[src/rtl/rpn_pkg.sv]
// Shared opcodes, error codes and controller state encoding for the RPN stack sequencer.
package rpn_pkg;

  localparam logic [2:0] OP_PUSH = 3'd0;
  localparam logic [2:0] OP_ADD  = 3'd1;
  localparam logic [2:0] OP_SUB  = 3'd2;
  localparam logic [2:0] OP_MUL  = 3'd3;
  localparam logic [2:0] OP_AND  = 3'd4;
  localparam logic [2:0] OP_POP  = 3'd5;
  localparam logic [2:0] OP_CLR  = 3'd6;
  localparam logic [2:0] OP_DUP  = 3'd7;

  localparam logic [1:0] ERR_OK      = 2'd0;
  localparam logic [1:0] ERR_UNDER   = 2'd1;
  localparam logic [1:0] ERR_OVER    = 2'd2;
  localparam logic [1:0] ERR_ILLEGAL = 2'd3;

  // ST_SP_UPD is the shared first step of POP and CLR, where the pointer moves.
  typedef enum logic [3:0] {
    ST_IDLE    = 4'd0,
    ST_PUSH_WR = 4'd1,
    ST_RD_B    = 4'd2,
    ST_RD_A    = 4'd3,
    ST_EXEC    = 4'd4,
    ST_RES_WR  = 4'd5,
    ST_SP_UPD  = 4'd6,
    ST_POP_RD  = 4'd7,
    ST_POP_CAP = 4'd8,
    ST_RETIRE  = 4'd9
  } state_t;

endpackage

[src/rtl/rpn_stack_ctrl_if.sv]
// Command, stack-RAM and status bundle of the RPN stack sequencer.
// slave = sequencer side, master = front-end / RAM side.
interface rpn_stack_ctrl_if #(
  parameter int DATA_W = 8,
  parameter int DEPTH  = 16
);
  localparam int ADDR_W = $clog2(DEPTH);

  logic              cmd_valid;
  logic              cmd_ready;
  logic [2:0]        cmd_op;
  logic [DATA_W-1:0] cmd_data;
  logic [ADDR_W-1:0] mem_addr;
  logic              mem_we;
  logic [DATA_W-1:0] mem_wdata;
  logic [DATA_W-1:0] mem_rdata;
  logic [ADDR_W:0]   sp;
  logic [DATA_W-1:0] tos;
  logic              done;
  logic [1:0]        err;

  modport slave (
    input  cmd_valid, cmd_op, cmd_data, mem_rdata,
    output cmd_ready, mem_addr, mem_we, mem_wdata, sp, tos, done, err
  );

  modport master (
    output cmd_valid, cmd_op, cmd_data, mem_rdata,
    input  cmd_ready, mem_addr, mem_we, mem_wdata, sp, tos, done, err
  );
endinterface

[src/rtl/rpn_alu.sv]
// Combinational ALU for the binary RPN ops; results wrap modulo 2^DATA_W.
module rpn_alu
  import rpn_pkg::*;
#(
  parameter int DATA_W = 8
) (
  input  logic [2:0]        op,
  input  logic [DATA_W-1:0] a,
  input  logic [DATA_W-1:0] b,
  output logic [DATA_W-1:0] r
);

  // a is the deeper operand, b the former top of stack
  always_comb begin
    r = {DATA_W{1'b0}};
    case (op)
      OP_ADD:  r = a + b;
      OP_SUB:  r = a - b;
      OP_MUL:  r = a * b;
      OP_AND:  r = a & b;
      default: r = {DATA_W{1'b0}};
    endcase
  end

endmodule

[src/rtl/rpn_stack_ctrl.sv]
// RPN operand-stack sequencer driving a synchronous-read stack RAM; all outputs registered.
// Optional DUP command enabled by defining RPN_DUP_EN.
module rpn_stack_ctrl
  import rpn_pkg::*;
#(
  parameter int DATA_W = 8,
  parameter int DEPTH  = 16
) (
  input  logic            CLOCK_50,
  input  logic            reset,
  rpn_stack_ctrl_if.slave bus
);

  localparam int              ADDR_W  = $clog2(DEPTH);
  localparam logic [ADDR_W:0] SP_ZERO = (ADDR_W+1)'(0);
  localparam logic [ADDR_W:0] SP_ONE  = (ADDR_W+1)'(1);
  localparam logic [ADDR_W:0] SP_TWO  = (ADDR_W+1)'(2);
  localparam logic [ADDR_W:0] SP_FULL = (ADDR_W+1)'(DEPTH);

  state_t            state_q, state_d;
  logic [2:0]        op_q, op_d;
  logic [DATA_W-1:0] data_q, data_d;
  logic [DATA_W-1:0] b_q, b_d;
  logic [ADDR_W:0]   sp_q, sp_d;
  logic [DATA_W-1:0] tos_q, tos_d;
  logic [1:0]        err_q, err_d;
  logic              done_q, done_d;
  logic              ready_q, ready_d;
  logic              mem_we_q, mem_we_d;
  logic [ADDR_W-1:0] mem_addr_q, mem_addr_d;
  logic [DATA_W-1:0] mem_wdata_q, mem_wdata_d;
  logic [ADDR_W-1:0] sp_lo_s;
  logic [DATA_W-1:0] alu_r_s;

  // Low address bits of sp; sp-1/sp-2 computed on these stay in range because the guards keep sp>=2.
  assign sp_lo_s = sp_q[ADDR_W-1:0];

  rpn_alu #(.DATA_W(DATA_W)) u_alu (
    .op (op_q),
    .a  (bus.mem_rdata),
    .b  (b_q),
    .r  (alu_r_s)
  );

  // Next-state and next-output logic; outputs are computed one cycle ahead so they leave flops.
  always_comb begin
    state_d     = state_q;
    op_d        = op_q;
    data_d      = data_q;
    b_d         = b_q;
    sp_d        = sp_q;
    tos_d       = tos_q;
    err_d       = err_q;
    done_d      = 1'b0;
    mem_we_d    = 1'b0;
    mem_addr_d  = mem_addr_q;
    mem_wdata_d = mem_wdata_q;
    case (state_q)
      ST_IDLE: begin
        if (bus.cmd_valid) begin
          op_d   = bus.cmd_op;
          data_d = bus.cmd_data;
          err_d  = ERR_OK;
          case (bus.cmd_op)
            OP_PUSH: begin
              if (sp_q == SP_FULL) begin
                err_d   = ERR_OVER;
                state_d = ST_RETIRE;
                done_d  = 1'b1;
              end else begin
                state_d     = ST_PUSH_WR;
                mem_we_d    = 1'b1;
                mem_addr_d  = sp_lo_s;
                mem_wdata_d = bus.cmd_data;
              end
            end
            OP_ADD, OP_SUB, OP_MUL, OP_AND: begin
              if (sp_q < SP_TWO) begin
                err_d   = ERR_UNDER;
                state_d = ST_RETIRE;
                done_d  = 1'b1;
              end else begin
                state_d    = ST_RD_B;
                mem_addr_d = sp_lo_s - ADDR_W'(1);
              end
            end
            OP_POP: begin
              if (sp_q == SP_ZERO) begin
                err_d   = ERR_UNDER;
                state_d = ST_RETIRE;
                done_d  = 1'b1;
              end else begin
                state_d = ST_SP_UPD;
              end
            end
            OP_CLR: state_d = ST_SP_UPD;
`ifdef RPN_DUP_EN
            OP_DUP: begin
              if (sp_q == SP_ZERO) begin
                err_d   = ERR_UNDER;
                state_d = ST_RETIRE;
                done_d  = 1'b1;
              end else if (sp_q == SP_FULL) begin
                err_d   = ERR_OVER;
                state_d = ST_RETIRE;
                done_d  = 1'b1;
              end else begin
                data_d      = tos_q;
                state_d     = ST_PUSH_WR;
                mem_we_d    = 1'b1;
                mem_addr_d  = sp_lo_s;
                mem_wdata_d = tos_q;
              end
            end
`else
            OP_DUP: begin
              err_d   = ERR_ILLEGAL;
              state_d = ST_RETIRE;
              done_d  = 1'b1;
            end
`endif
            default: begin
              err_d   = ERR_ILLEGAL;
              state_d = ST_RETIRE;
              done_d  = 1'b1;
            end
          endcase
        end else begin
          state_d = ST_IDLE;
        end
      end
      ST_PUSH_WR: begin
        sp_d    = sp_q + SP_ONE;
        tos_d   = data_q;
        state_d = ST_RETIRE;
        done_d  = 1'b1;
      end
      ST_RD_B: begin
        mem_addr_d = sp_lo_s - ADDR_W'(2);
        state_d    = ST_RD_A;
      end
      ST_RD_A: begin
        b_d     = bus.mem_rdata;
        state_d = ST_EXEC;
      end
      ST_EXEC: begin
        mem_we_d    = 1'b1;
        mem_wdata_d = alu_r_s;
        state_d     = ST_RES_WR;
      end
      ST_RES_WR: begin
        sp_d    = sp_q - SP_ONE;
        tos_d   = mem_wdata_q;
        state_d = ST_RETIRE;
        done_d  = 1'b1;
      end
      ST_SP_UPD: begin
        if (op_q == OP_CLR || sp_q == SP_ONE) begin
          sp_d    = (op_q == OP_CLR) ? SP_ZERO : sp_q - SP_ONE;
          tos_d   = {DATA_W{1'b0}};
          state_d = ST_RETIRE;
          done_d  = 1'b1;
        end else begin
          sp_d       = sp_q - SP_ONE;
          mem_addr_d = sp_lo_s - ADDR_W'(2);
          state_d    = ST_POP_RD;
        end
      end
      ST_POP_RD:  state_d = ST_POP_CAP;
      ST_POP_CAP: begin
        tos_d   = bus.mem_rdata;
        state_d = ST_RETIRE;
        done_d  = 1'b1;
      end
      ST_RETIRE:  state_d = ST_IDLE;
      default:    state_d = ST_IDLE;
    endcase
    ready_d = (state_d == ST_IDLE);
  end

  // State and output registers with synchronous reset
  always_ff @(posedge CLOCK_50) begin
    if (reset) begin
      state_q     <= ST_IDLE;
      op_q        <= OP_PUSH;
      data_q      <= {DATA_W{1'b0}};
      b_q         <= {DATA_W{1'b0}};
      sp_q        <= SP_ZERO;
      tos_q       <= {DATA_W{1'b0}};
      err_q       <= ERR_OK;
      done_q      <= 1'b0;
      ready_q     <= 1'b1;
      mem_we_q    <= 1'b0;
      mem_addr_q  <= {ADDR_W{1'b0}};
      mem_wdata_q <= {DATA_W{1'b0}};
    end else begin
      state_q     <= state_d;
      op_q        <= op_d;
      data_q      <= data_d;
      b_q         <= b_d;
      sp_q        <= sp_d;
      tos_q       <= tos_d;
      err_q       <= err_d;
      done_q      <= done_d;
      ready_q     <= ready_d;
      mem_we_q    <= mem_we_d;
      mem_addr_q  <= mem_addr_d;
      mem_wdata_q <= mem_wdata_d;
    end
  end

  assign bus.cmd_ready = ready_q;
  assign bus.mem_we    = mem_we_q;
  assign bus.mem_addr  = mem_addr_q;
  assign bus.mem_wdata = mem_wdata_q;
  assign bus.sp        = sp_q;
  assign bus.tos       = tos_q;
  assign bus.done      = done_q;
  assign bus.err       = err_q;

endmodule
[src/flat_wrapper.sv]
// flat-port wrapper written by rule: the top's interface ports become plain ports
module rpn_stack_ctrl_flat import rpn_pkg::*;
#(
  parameter int DATA_W = 8,
  parameter int DEPTH  = 16
)
  (CLOCK_50, reset, bus_cmd_valid, bus_cmd_op, bus_cmd_data, bus_mem_rdata, bus_cmd_ready, bus_mem_addr, bus_mem_we, bus_mem_wdata, bus_sp, bus_tos, bus_done, bus_err);
  rpn_stack_ctrl_if #(.DATA_W(DATA_W), .DEPTH(DEPTH)) bus_i ();
  input  logic CLOCK_50;
  input  logic reset;
  input wire logic [$bits(bus_i.cmd_valid)-1:0] bus_cmd_valid;
  input wire logic [$bits(bus_i.cmd_op)-1:0] bus_cmd_op;
  input wire logic [$bits(bus_i.cmd_data)-1:0] bus_cmd_data;
  input wire logic [$bits(bus_i.mem_rdata)-1:0] bus_mem_rdata;
  output wire logic [$bits(bus_i.cmd_ready)-1:0] bus_cmd_ready;
  output wire logic [$bits(bus_i.mem_addr)-1:0] bus_mem_addr;
  output wire logic [$bits(bus_i.mem_we)-1:0] bus_mem_we;
  output wire logic [$bits(bus_i.mem_wdata)-1:0] bus_mem_wdata;
  output wire logic [$bits(bus_i.sp)-1:0] bus_sp;
  output wire logic [$bits(bus_i.tos)-1:0] bus_tos;
  output wire logic [$bits(bus_i.done)-1:0] bus_done;
  output wire logic [$bits(bus_i.err)-1:0] bus_err;
  assign bus_i.cmd_valid = bus_cmd_valid;
  assign bus_i.cmd_op = bus_cmd_op;
  assign bus_i.cmd_data = bus_cmd_data;
  assign bus_i.mem_rdata = bus_mem_rdata;
  assign bus_cmd_ready = bus_i.cmd_ready;
  assign bus_mem_addr = bus_i.mem_addr;
  assign bus_mem_we = bus_i.mem_we;
  assign bus_mem_wdata = bus_i.mem_wdata;
  assign bus_sp = bus_i.sp;
  assign bus_tos = bus_i.tos;
  assign bus_done = bus_i.done;
  assign bus_err = bus_i.err;
  rpn_stack_ctrl #(.DATA_W(DATA_W), .DEPTH(DEPTH)) u_core (.CLOCK_50(CLOCK_50), .reset(reset), .bus(bus_i));
endmodule
[config.mk]
export PLATFORM = sky130hd
export DESIGN_NAME = rpn_stack_ctrl_flat
export DESIGN_NICKNAME = d
export VERILOG_FILES = /design/src/rtl/rpn_pkg.sv /design/src/rtl/rpn_stack_ctrl_if.sv /design/src/rtl/rpn_alu.sv /design/src/rtl/rpn_stack_ctrl.sv /design/src/flat_wrapper.sv
export SDC_FILE = /design/constraint.sdc
export NUM_CORES = 1
export LEC_CHECK = 0
export CAP_MARGIN = 10
export CORE_UTILIZATION = 59
export DETAILED_ROUTE_END_ITERATION = 10
export GPL_TIMING_DRIVEN = 1
export PLACE_DENSITY = 0.79
export SYNTH_ARGS = -nofsm -noshare
export SYNTH_HDL_FRONTEND = slang
export SYNTH_SLANG_ARGS = --single-unit
[constraint.sdc]
create_clock -name CLOCK_50 -period 11 [get_ports CLOCK_50]
set_input_delay 1.1 -clock CLOCK_50 [delete_from_list [all_inputs] [get_ports CLOCK_50]]
set_output_delay 1.1 -clock CLOCK_50 [all_outputs]
set_load 0.005 [all_outputs]
=== Word level (Yosys, flattened, before mapping) ===
Index checks and enable logic that the tools add are counted.

* Word-level logic and storage cells: 104
* Bits of input ports: 22
* Output and inout port bits: 30
* Bits in registers: 53

* Muxes and demuxes: 38
* Bitwise logic cells: 1
* $mul: 1
* Reduce and logical (&&, ||, !) cells: 15
* $add $sub $neg: 6
* Order comparisons: 1
* Equal/unequal tests: 30

{| class="wikitable"
|+ Operator list
! kind !! count
|-
| $pmux 8 s4 || 2
|-
| $mux 4 || 9
|-
| $mux 8 || 4
|-
| $pmux 4 s7 || 1
|-
| $pmux 4 s5 || 1
|-
| $eq 3x3->1 const B || 6
|-
| $eq 4x3->1 const B || 4
|-
| $pmux 8 s2 || 1
|-
| $pmux 5 s3 || 1
|-
| $eq 3x2->1 const B || 4
|-
| $pmux 4 s3 || 1
|-
| $mux 1 || 10
|-
| $mux 5 || 2
|-
| $ne 3x3->1 const B || 3
|-
| $add 8x8->8 || 1
|-
| $and 8x8->8 || 1
|-
| $eq 4x2->1 const B || 2
|-
| $logic_not 4->1 || 2
|-
| $mul 8x8->8 || 1
|-
| $ne 2x2->1 const B || 4
|-
| $pmux 2 s4 || 1
|-
| $pmux 4 s2 || 1
|-
| $sub 8x8->8 || 1
|-
| $eq 3x1->1 const B || 2
|-
| other kinds (25) || 27
|}

=== Depth between registers and ports, before layout ===
* Word-level depth: 6
* Mapped depth: 16
* Depth with buffers taken out: 15

=== Cells and area by module ===
A second synthesis with hierarchy kept.

* Cells, all modules: 544
* Area total of the unflattened synthesis: 4471.8 µm²

{| class="wikitable"
|+ Modules (own cells, without submodules)
! module !! times used !! cells an instance !! sequential area each (µm²) !! area each (µm²)
|-
| rpn_stack_ctrl || 1 || 343 || 1061.0 || 2927.8
|-
| rpn_alu || 1 || 201 || 0.0 || 1544.0
|}

=== Worst setup path before layout ===
Ideal clock, no wire load.

* Kind: in2reg
* Start: input bus_mem_rdata[2]
* End: register u_core.mem_wdata_q[7], in the netlist u_core.bus.mem_wdata[7]
* Slack: 5.988 ns
* Buffers on the path: 1
* Data arrival time: 4.867 ns
* Stages on the path: 15
* Setup time: 0.145 ns
* Required time: 10.855 ns
* Cells stage by stage: clkbuf_1 -> nand2_1 -> fa_1 -> fa_1 -> inv_1 -> fa_1 -> inv_1 -> fa_1 -> inv_1 -> ha_1 -> a21oi_1 -> xnor3_1 -> xnor3_1 -> a221oi_2 -> a2111oi_2

* Word-level cells in the longest chain between the ends: 3
* Elaborated cells on any way between the ends: 5
* Those cells by class: add/sub (2); mul (1); mux (2)

{| class="wikitable"
|+ RTL lines
! element !! line !! source
|-
| start: declaration || flat_wrapper.sv:14 || <nowiki>input wire logic [$bits(bus_i.mem_rdata)-1:0] bus_mem_rdata;</nowiki>
|-
| $mul 8x8->8, or another cell as far along || rpn_alu.sv:19 || <nowiki>OP_MUL: r = a * b;</nowiki>
|-
| $pmux 8 s4 (*) || rpn_alu.sv:16 || <nowiki>case (op)</nowiki>
|-
| $pmux 8 s2 (*) || rpn_stack_ctrl.sv:58 || <nowiki>case (state_q)</nowiki>
|-
| end signal: assignment || rpn_stack_ctrl.sv:195 || <nowiki>mem_wdata_q <= {DATA_W{1'b0}};</nowiki>
|-
| end signal: assignment || rpn_stack_ctrl.sv:208 || <nowiki>mem_wdata_q <= mem_wdata_d;</nowiki>
|-
| end: declaration || rpn_stack_ctrl.sv:31 || <nowiki>logic [DATA_W-1:0] mem_wdata_q, mem_wdata_d;</nowiki>
|}

Mark *: on every way between the ends. The rest lies on a longest branch, timed or not.
A chain may end at the register's enable or synchronous reset.

=== Worst setup path after layout ===
* Start: input bus_mem_rdata[1]
* End: register u_core.mem_wdata_q[7], in the netlist u_core.bus.mem_wdata[7]

Same word-level chain as after synthesis.

==> out/metrics.cfg <==
[status]
status=complete, no violations

[final_layout]
nets=653
regArea_mm2=0.00106
final_area_mm2=0.00506
antenna_cells=0
drive_gt1_frac=0.0663
multiInputGateArea_mm2=0.00312
syn2layout_area_growth_pct=11.9
num-fill-cells=609

[power]
total_power_mw=0.812
vdd.ir_drop.worst_mv=0.153
p_leak_nw=2.03
power_density_mw_per_mm2=160

[critical_path]
reg2reg_slack_ns=6.44
endpoint_kind=flip-flop
reg2reg_depth=14
r2r_start=u_core.b_q[3]
crit_required_ns=11.15
path_class=input port to flip-flop
r2r-end=u_core.bus.mem_wdata[7]
cp-start-kind=input port
critPathMaxFanout=9
arrival_ns=5.61

[die]
start_util=0.617
rows=31
dieArea_mm2=0.00802
die_h_um=89.6
die_x_um=89.6
core_mm2=0.00733
io_pins=52

[synthesis]
synthArstFlopShare=0
syn_nets=633
synth_warnings=0
synth_area_leaders=dfxtp_1, ha_1, nand2_1, fa_1, a21oi_1
syn_inst=567
yosys_register_bits=53
seq_area_frac_synth=0.235
synthDistinctLibCells=78
post_synth_xor_area_fraction=0.0600
synth_common_cells=nand2_1, dfxtp_1, a21oi_1, nor2_1, inv_1
syn_avg_cell_area_um2=7.98
synth-compound-area-share=0.216
post-synth-top-count-cell=nand2_1
synth_top_area_cell=dfxtp_1
synth_adder_area_share=0.143
synthSimpleGateAreaFrac=0.239
synth_top_family_by_area=simple AND/OR/NAND/NOR gates
synthFlopType=dfxtp_1
netlist_area_mm2=0.00452
synth_edf_count=0
synth_top_area_frac=0.235
muxShareOfSynthArea=0.0313

[clocking]
cts-resized-gates=0
clock-sinks=53
clk_pin_slew_worst_paths_ns=0.11
hold_buffers=0
cts.path.max_buffers=2
clk_latency_ns=0.31
root_buffer=clkbuf_8
cts_tree=done
post-cts-setup-buffers=0
cts-htree-levels=2
numCtsBuffers=5

[detailed_routing]
ant_nets=0
route.detailed.drc=0
viasPerCell=6.00
wirelength_um=11700
detail_route.iter0.violations=429
wl_per_cell_um=17.0
via_count=4121
drt_first_pass_iters=5

[global_routing]
grt_overflow_total=0
grt_max_degree=50
top_usage_layer=met2
met2_usage=0.490
grtUsageMet3=0.0375
grtUsageTotal=0.302
grt_pass1_wl_um=18600
use_met1=0.427
grt_pass1_vias=3800
antenna_found_initial=0

[sta]
tightest_slew_ns=1.01
finalSetupViolCount=0
rsz0062_at_grt=false
clock_skew_ns=0.00808
hold_viol=0
period_needed_ns=5.46
max_freq_mhz=183
setup_tns_ns=0
drv_slew=0
fin_crit_sh=0.496
slew_headroom=0.321

[place]
port_buffers=51
dpl.hpwl_um=8690
gp_congestion=0.942
place_area_mm2=0.00497

[job]
maxCapViolations=0

[min_path]
worstHoldPathType=flip-flop to flip-flop
min_from=u_core.data_q[0]
worstHoldPathCells=2
holdPathEnd=u_core.data_q[0]

## placed cells by master (no fill, tap or decap), types with 3 or more instances in the layout
cell type and n:
nand2_1 76, dfxtp_1 53, a21oi_1 51, clkdlybuf4s50_1 51
nor2_1 42, inv_1 38, ha_1 31, and2_1 19
xnor2_1 19, nor3_1 18, o21ai_0 13, a22oi_1 13
mux2i_1 13, fa_1 13, a211oi_1 8, o2bb2ai_1 8
nor2b_1 7, nand2b_1 6, nor3b_1 5, xor2_1 5
a21o_1 5, clkbuf_8 5, or2_2 4, or3_1 4
a31oi_1 3, a32oi_1 3, o221ai_1 3, nand3b_1 3
nand2_2 3, a221oi_2 3, o22ai_1 3, a311oi_1 3
a32o_1 3
## per-layer routing
layer	part of all wire	routed length, um	up-vias
met5	0	0	-
met4	0.014	165	0
met3	0.073	851	14
met2	0.45	5280	160
met1	0.46	5400	1934
li1	-	-	2013
## where the power goes
part           switching [mW]  internal, mW  total, mW
Sequential             0.0534         0.228      0.282
Clock                  0.0731        0.0465      0.120
Combinational           0.219         0.192      0.410
Total                   0.345         0.467      0.812
## cell type report
cell class | instances | area share
inverters | 38 | 0.0282
clock inverters | 3 | 0.00519
clock buffers | 5 | 0.0136
well taps | 99 | 0.0245
multi-input cells | 437 | 0.617
repair buffers | 52 | 0.102
flip-flops and latches | 53 | 0.210
## worst max-delay path: stages
cell,delay (ns)
clkdlybuf4s50_1,0.72
nand2_1,0.15
fa_1,0.48
fa_1,0.55
inv_1,0.05
fa_1,0.47
inv_1,0.05
fa_1,0.53
inv_1,0.04
ha_1,0.31
a21oi_1,0.17
xnor3_1,0.23
xnor3_1,0.38
a221oi_2,0.31
a2111oi_2,0.07
## stage by stage
stage,setup slack [ns],instances,util,hold WS (ns)
6_report,5.54,687,0.690,0.465
5_1_grt,5.34,687,0.690,0.478
4_1_cts,5.56,687,0.690,0.466
3_5_place_dp,5.22,679,0.677,0.449
3_3_place_gp,5.34,679,0.677,0.442
2_1_floorplan,5.99,567,-,0.437
## logic make-up (layout without fill, tap and decap cells)
| family | Yosys count | count (layout) |
|---|---|---|
| compound gates | 141 | 141 |
| fa+ha+maj | 44 | 44 |
| simple gates | 211 | 211 |
| mux | 14 | 14 |
| buf+inv | 77 | 98 |
| xor+xnor | 27 | 27 |
| flops | 53 | 53 |
## state kept, by name, indices dropped and copies added (netlist names)
name                  count
u_core.b_q                8
u_core.bus.cmd_ready      1
u_core.bus.done           1
u_core.bus.err            2
u_core.bus.mem_addr       4
u_core.bus.mem_wdata      8
u_core.bus.mem_we         1
u_core.bus.sp             5
u_core.bus.tos            8
u_core.data_q             8
u_core.op_q               3
u_core.state_q            4
## how the worst max path moves through the flow
stage,from,end,depth (start not counted)
after floorplan,bus_mem_rdata[2],u_core.bus.mem_wdata[7],15
after detailed placement,bus_mem_rdata[1],u_core.bus.mem_wdata[7],15
after global placement,bus_mem_rdata[1],u_core.bus.mem_wdata[7],15
after CTS,bus_mem_rdata[1],u_core.bus.mem_wdata[7],15
final,bus_mem_rdata[1],u_core.bus.mem_wdata[7],15
after global routing,bus_mem_rdata[1],u_core.bus.mem_wdata[7],15
Note: power is estimated with default switching activity, not from simulation.
